$ cat src/rtl/max_bist.sv
// max_bist: self-checking stimulus engine for a WIDTH-bit MAX(A,B) comparator.
//
// On start it sweeps every operand pair (a-major, from (0,0)), holds each pair
// for SETTLE+1 cycles, samples max_in on the last edge of that window and
// compares it with an internal MAX reference built from the registered
// operands. Mismatches are counted, saturating at 255.
//
// Optional feature: define MAX_BIST_FAILLOG_EN to capture the first failing
// vector of each sweep on fail_a/fail_b/fail_got. Without it those outputs
// are constant 0 and no capture registers exist.
//
// Ports:
//   clk        rising-edge clock
//   rst        synchronous active-high reset (priority over start)
//   start      begins a sweep; looked at only in IDLE or DONE
//   a_out      operand i1 to the comparator (registered)
//   b_out      operand i2 to the comparator (registered)
//   max_in     comparator result
//   busy       high while the sweep runs
//   done       high in DONE until the next start or reset
//   pass       done && err_count == 0
//   err_count  mismatch count, saturating at 255
//   fail_a/fail_b/fail_got  first failing vector (FAILLOG builds only)
//   dbg_state  current FSM state (0 IDLE, 1 RUN, 2 DONE)
//
// Handshake: start is a level sampled on the rising edge; a sweep begins on
// any edge where start=1 and the FSM is in IDLE or DONE. There is no ready;
// start during RUN has no effect.
module max_bist #(
  parameter int WIDTH  = 4,
  parameter int SETTLE = 1
) (
  input  logic             clk,
  input  logic             rst,
  input  logic             start,
  output logic [WIDTH-1:0] a_out,
  output logic [WIDTH-1:0] b_out,
  input  logic [WIDTH-1:0] max_in,
  output logic             busy,
  output logic             done,
  output logic             pass,
  output logic [7:0]       err_count,
  output logic [WIDTH-1:0] fail_a,
  output logic [WIDTH-1:0] fail_b,
  output logic [WIDTH-1:0] fail_got,
  output logic [1:0]       dbg_state
);

  typedef enum logic [1:0] {
    IDLE = 2'd0,
    RUN  = 2'd1,
    DONE = 2'd2
  } state_t;

  localparam int VW = 2 * WIDTH;
  // Settle counter needs at least one bit even when SETTLE is 0.
  localparam int SW = (SETTLE > 0) ? $clog2(SETTLE + 1) : 1;
  localparam logic [SW-1:0] SETTLE_V = SW'(SETTLE);

  state_t          state_q, state_d;
  logic [VW-1:0]   vec_q, vec_d;
  logic [SW-1:0]   s_q, s_d;
  logic [7:0]      err_q, err_d;
  logic [WIDTH-1:0] expected;
  logic            mismatch;
  logic            clr;   // start accepted: wipe results
  logic            cap;   // first mismatch of this sweep

  assign a_out    = vec_q[VW-1:WIDTH];
  assign b_out    = vec_q[WIDTH-1:0];
  assign expected = (a_out > b_out) ? a_out : b_out;
  assign mismatch = (max_in != expected);

  assign busy      = (state_q == RUN);
  assign done      = (state_q == DONE);
  assign pass      = done && (err_q == 8'd0);
  assign err_count = err_q;
  assign dbg_state = state_q;

  always_ff @(posedge clk) begin
    if (rst) begin
      state_q <= IDLE;
      vec_q   <= '0;
      s_q     <= '0;
      err_q   <= '0;
    end else begin
      state_q <= state_d;
      vec_q   <= vec_d;
      s_q     <= s_d;
      err_q   <= err_d;
    end
  end

  always_comb begin
    state_d = state_q;
    vec_d   = vec_q;
    s_d     = s_q;
    err_d   = err_q;
    clr     = 1'b0;
    cap     = 1'b0;
    case (state_q)
      IDLE, DONE: begin
        if (start) begin
          state_d = RUN;
          vec_d   = '0;
          s_d     = '0;
          err_d   = '0;
          clr     = 1'b1;
        end
      end
      RUN: begin
        if (s_q != SETTLE_V) begin
          s_d = s_q + 1'b1;
        end else begin
          // Check edge: max_in has had SETTLE+1 cycles to settle.
          s_d = '0;
          if (mismatch) begin
            if (err_q != 8'hff) err_d = err_q + 8'd1;
            // err_q still zero means no earlier mismatch in this sweep.
            if (err_q == 8'd0) cap = 1'b1;
          end
          if (vec_q == '1) state_d = DONE;  // operands hold the last vector
          else             vec_d   = vec_q + 1'b1;
        end
      end
      default: state_d = IDLE;
    endcase
  end

`ifdef MAX_BIST_FAILLOG_EN
  logic [WIDTH-1:0] fa_q, fb_q, fg_q;

  always_ff @(posedge clk) begin
    if (rst || clr) begin
      fa_q <= '0;
      fb_q <= '0;
      fg_q <= '0;
    end else if (cap) begin
      fa_q <= a_out;
      fb_q <= b_out;
      fg_q <= max_in;
    end
  end

  assign fail_a   = fa_q;
  assign fail_b   = fb_q;
  assign fail_got = fg_q;
`else
  assign fail_a   = '0;
  assign fail_b   = '0;
  assign fail_got = '0;
`endif

endmodule

$ cat config.mk
export PLATFORM = sky130hd
export DESIGN_NAME = max_bist
export DESIGN_NICKNAME = d
export VERILOG_FILES = /design/src/rtl/max_bist.sv
export SDC_FILE = /design/constraint.sdc
export NUM_CORES = 1
export LEC_CHECK = 0
export ABC_AREA = 1
export CAP_MARGIN = 25
export CORE_AREA = 8 8 61 63
export CTS_CLUSTER_SIZE = 16
export DETAILED_ROUTE_END_ITERATION = 6
export DIE_AREA = 0 0 69 71
export DONT_BUFFER_PORTS = 1
export PLACE_DENSITY = 0.7
export SYNTH_ARGS = -nofsm -noshare
export SYNTH_HDL_FRONTEND = slang
export SYNTH_SLANG_ARGS = --single-unit
$ cat constraint.sdc
create_clock -name clk -period 2 [get_ports clk]
set_clock_uncertainty 0.2 [all_clocks]
set_input_delay 0.2 -clock clk [delete_from_list [all_inputs] [get_ports clk]]
set_output_delay 0.2 -clock clk [all_outputs]
set_load 0.1 [all_outputs]
* After elaboration in Yosys (flattened, before gate mapping) *
Index checks and enable logic that the tools add are counted.

storage, ports and cells
  register bits = 19
  bits of input ports = 7
  output and inout port bits = 33
  word-level logic and storage cells = 44

operators by class
  add/sub/neg operators = 3
  order comparisons = 1
  eq/ne operators = 11
  muxes and demuxes = 16
  reductions and logical operators = 9

operator list
  kind                                                   count
  2-to-1 mux 8 bit                                       6
  one-hot mux 8 bit (2 select lines)                     2
  adder 8 x 1 -> 8 bit, second input constant            2
  equality test 8 bit, second input constant             1
  zero test 8 bit                                        1
  inequality test 2 x 1 -> 1 bit, second input constant  4
  inequality test 8 bit, second input constant           1
  2-to-1 mux 2 bit                                       3
  AND reduction 5 bit                                    1
  greater-than comparator 4 bit                          1
  2-to-1 mux 4 bit                                       1
  inequality test 2 bit, second input constant           2
  inequality test 4 bit                                  1
  one-hot mux 2 bit (2 select lines)                     1
  AND reduction 4 bit                                    1
  AND reduction 3 bit                                    1
  equality test 2 x 1 -> 1 bit, second input constant    1
  equality test 2 bit, second input constant             1
  zero test 2 bit                                        1
  2-to-1 mux 1 bit                                       2
  one-hot mux 1 bit (2 select lines)                     1
  AND reduction 2 bit                                    1
  nonzero test 2 bit                                     1
  OR reduction 2 bit                                     1
  2 further kinds                                        2

* Logic depth before layout (Yosys ltp) *
  depth after elaboration = 6
  depth in mapped cells = 19
  mapped depth without buffers = 18

* Worst setup path after synthesis *
No wires, ideal clock.

  path type = reg-to-output
  start = register state_q[1], in the netlist dbg_state[1]
  end = output pass
  data arrival time = 3.261 ns
  required time = 1.600 ns
  slack = -1.661 ns
  cell stages (with the launch flop) = 3
  buffers on the path = 0
  cell sequence = dfxtp_1 nand2_1 nor3_1

between the ends
  cells in the longest elaborated chain, start to end = 2

RTL lines
  element                 line  source
  from (decl)             60    state_t state_q, state_d;
  from (signal assigned)  87    state_q <= state_d;
  equality test 2 bit     75    assign done = (state_q == DONE);
  logical AND 1 bit       76    assign pass = done && (err_q == 8'd0);
  to (decl)               41    output logic pass,

Every way passes these cells.

* Final worst setup path *
  start = register vec_q[1]
  end = register err_q[4], in the netlist err_count[4]

between the ends
  cells in the longest elaborated chain, start to end = 5

RTL lines
  element                                       line  source
  from (decl)                                   61    logic [VW-1:0] vec_q, vec_d;
  from (signal assigned)                        88    vec_q <= vec_d;
  greater-than comparator 4 bit                 71    assign expected = (a_out > b_out) ? a_out : b_out;
  2-to-1 mux 4 bit (*)                          71
  inequality test 4 bit (*)                     72    assign mismatch = (max_in != expected);
  inequality test 2 x 1 -> 1 bit (no line) (*)  --
  AND reduction 5 bit (no line) (*)             --
  to (signal assigned)                          90    err_q <= err_d;
  to (decl)                                     63    logic [7:0] err_q, err_d;

Mark *: on every way between the ends. The rest lies on a longest branch, timed or not.
A chain may end at the register's enable or synchronous reset.

==> key figures <==
Floorplanning
  – Starting density of the core: 50.4%
  – Die width: 69 um
  – Die Y: 71 um
  – I/O pins: 40
  – Die area: 4900 sq um
  – Row count: 20
  – Core area: 2850 sq um

Global routing
  – Total grt overflow: 0
  – Vias in the first global route: 1435
  – First-pass GRT wire length: 6.39 mm
  – Tot GR Track Use: 15.2%
  – Initial antenna violation count: 0
  – Pin count of the biggest net entering global routing: 12

Synth
  – Post-synthesis sequential area ratio: 26.5%
  – Post-synthesis adder-cell area fraction: 6.10%
  – Post-Syn Instances: 222
  – Mapped Avg Cell Area: 6.47 sq um
  – Area fraction in compound gates after synthesis: 10.0%
  – Library cells used by synthesis: 27
  – Post-Synth Simple-Gate Area: 38.9%
  – Synth Area in XOR/XNOR: 0%
  – Flip-flop and latch count after synthesis: 19
  – Largest family of logic cells by synthesized area: simple AND/OR/NAND/NOR gates
  – Synth Cell Area: 1440 sq um
  – YS warnings: 0
  – Mux contribution to synthesized area: 0%

Finish
  – Register area: 410 sq um
  – N_diodes: 0
  – Fraction of layout cells with a size suffix above 1: 37.0%
  – Post-layout util: 70.4%
  – Fill cells: 240
  – Footprint of the multi-input gates: 980 sq um
  – Fin nets: 280
  – Area grow syn2layout: 39.7%

Outcome
  – Status: complete, but fails checks
  – Failing checks: setup timing

Clocking
  – Clock sink count: 19
  – CTS root buffer: clkbuf_4
  – CTS max path bufs: 2
  – Clk slew on worst S/H paths: 0.13 ns
  – H-tree Lvls: 1
  – Clock Latency Late Sink: 0.31 ns
  – CTS Buf Count: 3
  – CTS tree: built

Worst setup path
  – CP Class: reg -> reg
  – Critical path capture point type: flip-flop
  – Crit path top cell by count: nand2_1
  – Worst Path Buf+Inv: 2
  – Worst-case reg-to-reg path depth: 17
  – FF-to-FF Start: vec_q[1]$_SDFFE_PP0P_
  – Critical path startpoint: vec_q[1]$_SDFFE_PP0P_
  – Critical path depth in cells: 17
  – Crit-path cells: inv_2 > ha_4 > nand2_1 > nand2_1 > nand2_2 > nand2_4 > nand2_4 > nand2_2 > nand2_1 > nand2_1 > nand2_1 > nor2_1 > nand3_2 > buf_6 > nand4_1 > nand2_1 > nor2_1
  – Crit-path slowest cell: dfxtp_4
  – CP peak stage delay: 0.37 ns
  – Critical path data required time: 2.06 ns
  – Critical Path Source Type: flip-flop
  – Crit-path max FO: 7
  – Delay-heaviest family, CP: simple AND/OR/NAND/NOR gates
  – Worst EP arrival: 2.23 ns

Detailed routing
  – Post-DRT Antenna Nets: 0
  – Post-route DRC: 0
  – First-pass DRT Iterations: 5
  – Vias: 1513
  – Initial DRC count: 75
  – Total Routed Length: 3.97 mm
  – DR vias/cell: 5.08
  – Drt wl/cell: 13.3 um

Placement
  – Port Buffer Count: 0
  – DP Worst Slack: -0.204 ns
  – Post-DP HPWL: 2.82 mm
  – GP Congestion: 0.835

Min path
  – Hold Path Cell Cnt: 8
  – Hold Path Class: in -> reg
  – HP Start: max_in[3]

STA
  – Final min period: 2.17 ns
  – Hold Fails Final Rpt: 0
  – Max Fclk: 461 MHz
  – Fin crit share: 109%
  – RSZ-0062 raised after global routing: yes
  – Slew Limit Fails: 0
  – TNS Setup: -1.46 ns
  – # setup viols final: 13
  – Setup ws final: -0.171 ns

Pwr
  – Cell Pwr Density: 858 nW/um^2
  – Combinational share of power: 61.2%
  – Net Sw Frac: 55.5%
  – Switching power total: 0.000956 W
  – Share of power burned in registers: 26.5%
  – Clk network pwr share: 12.2%
  – Pwr Total: 0.00172 W
  – Peak VDD IR: 0.961 mV
  – P_int: 0.000766 W
  – Static Leakage: 0.951 nW

Job
  – Max-cap viol count: 0
==> cells by family (layout without fill, tap and decap cells) <==
kind of cell	after synthesis	count (layout)
flip-flops	19	19
other	1	12
AO/OA/AOI/OAI	26	26
adder cells (fa/ha/maj)	7	7
buffers and inverters	55	87
AND/OR/NAND/NOR	114	114
==> path summary, 6_finish.rpt <==
kind,to,slack [ns]
worst max-delay path,err_count[4]$_SDFFE_PP0P_,-0.17
worst min register to register,s_q$_SDFFE_PP0P_,0.32
worst min-delay path,err_count[2]$_SDFFE_PP0P_,0.23
worst max register to register,err_count[4]$_SDFFE_PP0P_,-0.17
==> worst min-delay path: stages <==
cell and delay [ns]:
nand2_1 0.04, nand2_1 0.05, nor2_1 0.05, nand3_2 0.10, buf_6 0.11, nand4_1 0.07, nand2_1 0.06, nor2_1 0.03
==> flip-flops by register name, summed over array words and instances, names as in the netlist <==
signal     count
err_count      8
vec_q          8
dbg_state      2
s_q            1
==> synthesized netlist by cell type <==
cell	n	area [sq um]
nand2_1	48	180
inv_1	37	139
nor2_1	22	82.6
dfxtp_1	19	380
nand3_1	18	90.1
a21oi_1	13	65.1
buf_4	12	90.1
nand4_1	8	50.1
ha_1	7	87.6
o21ai_0	7	35.0
nand3_2	4	40.0
nor3_1	4	20.0
a211oi_1	3	22.5
inv_2	3	11.3
nand2_4	3	33.8
nor2_4	3	33.8
buf_6	1	11.3
clkinv_1	1	3.75
conb_1	1	3.75
inv_4	1	6.26
nand3b_1	1	7.51
nor2_2	1	6.26
nor4_1	1	6.26
o21a_1	1	7.51
o21ai_1	1	5.00
o21ai_2	1	8.76
or2_4	1	8.76
==> area by class of cell <==
cell class / count / area share (%)
clock buffers: 3 / 1.12
flip-flops and latches: 19 / 20.4
well taps: 33 / 2.06
repair buffers: 41 / 19.1
clock inverters: 1 / 0.249
inverters: 42 / 8.23
multi-input cells: 159 / 48.8
==> routing by layer <==
layer	vias up	track usage [%]	wire [um]
li1	774	-	-
met1	702	15.5	1580
met2	30	28.9	2150
met3	7	3.92	191
met4	0	5.69	48
met5	-	0	0
==> power groups by stage <==
| stage | clock [W] | sequential, W | combinational [W] |
|---|---|---|---|
| after floorplan | 0 | 0.000755 | 0.000508 |
| after global placement | 0 | 0.000463 | 0.000937 |
| after detailed placement | 0 | 0.000465 | 0.000946 |
| after CTS | 0.000207 | 0.000458 | 0.000979 |
| after global routing | 0.000231 | 0.000463 | 0.00112 |
| final | 0.000211 | 0.000457 | 0.00105 |
==> cell usage in the layout, fill, tap and decap left out, drive strengths merged <==
| cell | Yosys | final |
|---|---|---|
| nor2 | 26 | 26 |
| ha | 7 | 7 |
| o21a | 1 | 1 |
| nand3b | 1 | 1 |
| nand4 | 8 | 8 |
| dlygate4sd3 | 0 | 2 |
| a211oi | 3 | 3 |
| clkbuf | 0 | 3 |
| a21oi | 13 | 13 |
| inv | 41 | 42 |
| nand3 | 22 | 22 |
| or2 | 1 | 1 |
| nor4 | 1 | 1 |
| o21ai | 9 | 9 |
| nor3 | 4 | 4 |
| nand2 | 51 | 51 |
| conb | 1 | 12 |
| dfxtp | 19 | 19 |
| clkinv | 1 | 1 |
| buf | 13 | 39 |
==> repair_timing <==
| item | 4_1_cts | 5_1_grt |
|---|---|---|
| gates resized for setup | 19 | 25 |
| hold buffers | 2 | 0 |
| setup buffers | 1 | 5 |
| setup endpoints to repair | 17 | 16 |
| pin swaps | 10 | 13 |
| hold endpoints to repair | 18 | 0 |
| gates cloned | 0 | 0 |
==> metrics by stage <==
step	instances	cell area, sq um	hold slack, ns
6_report	298	2010	0.225
2_1_floorplan	233	1520	0.0594
3_3_place_gp	286	1730	0.0617
3_5_place_dp	286	1730	0.0634
4_1_cts	293	1880	0.206
5_1_grt	298	2010	0.261
Power figures use the tool's default switching activity.
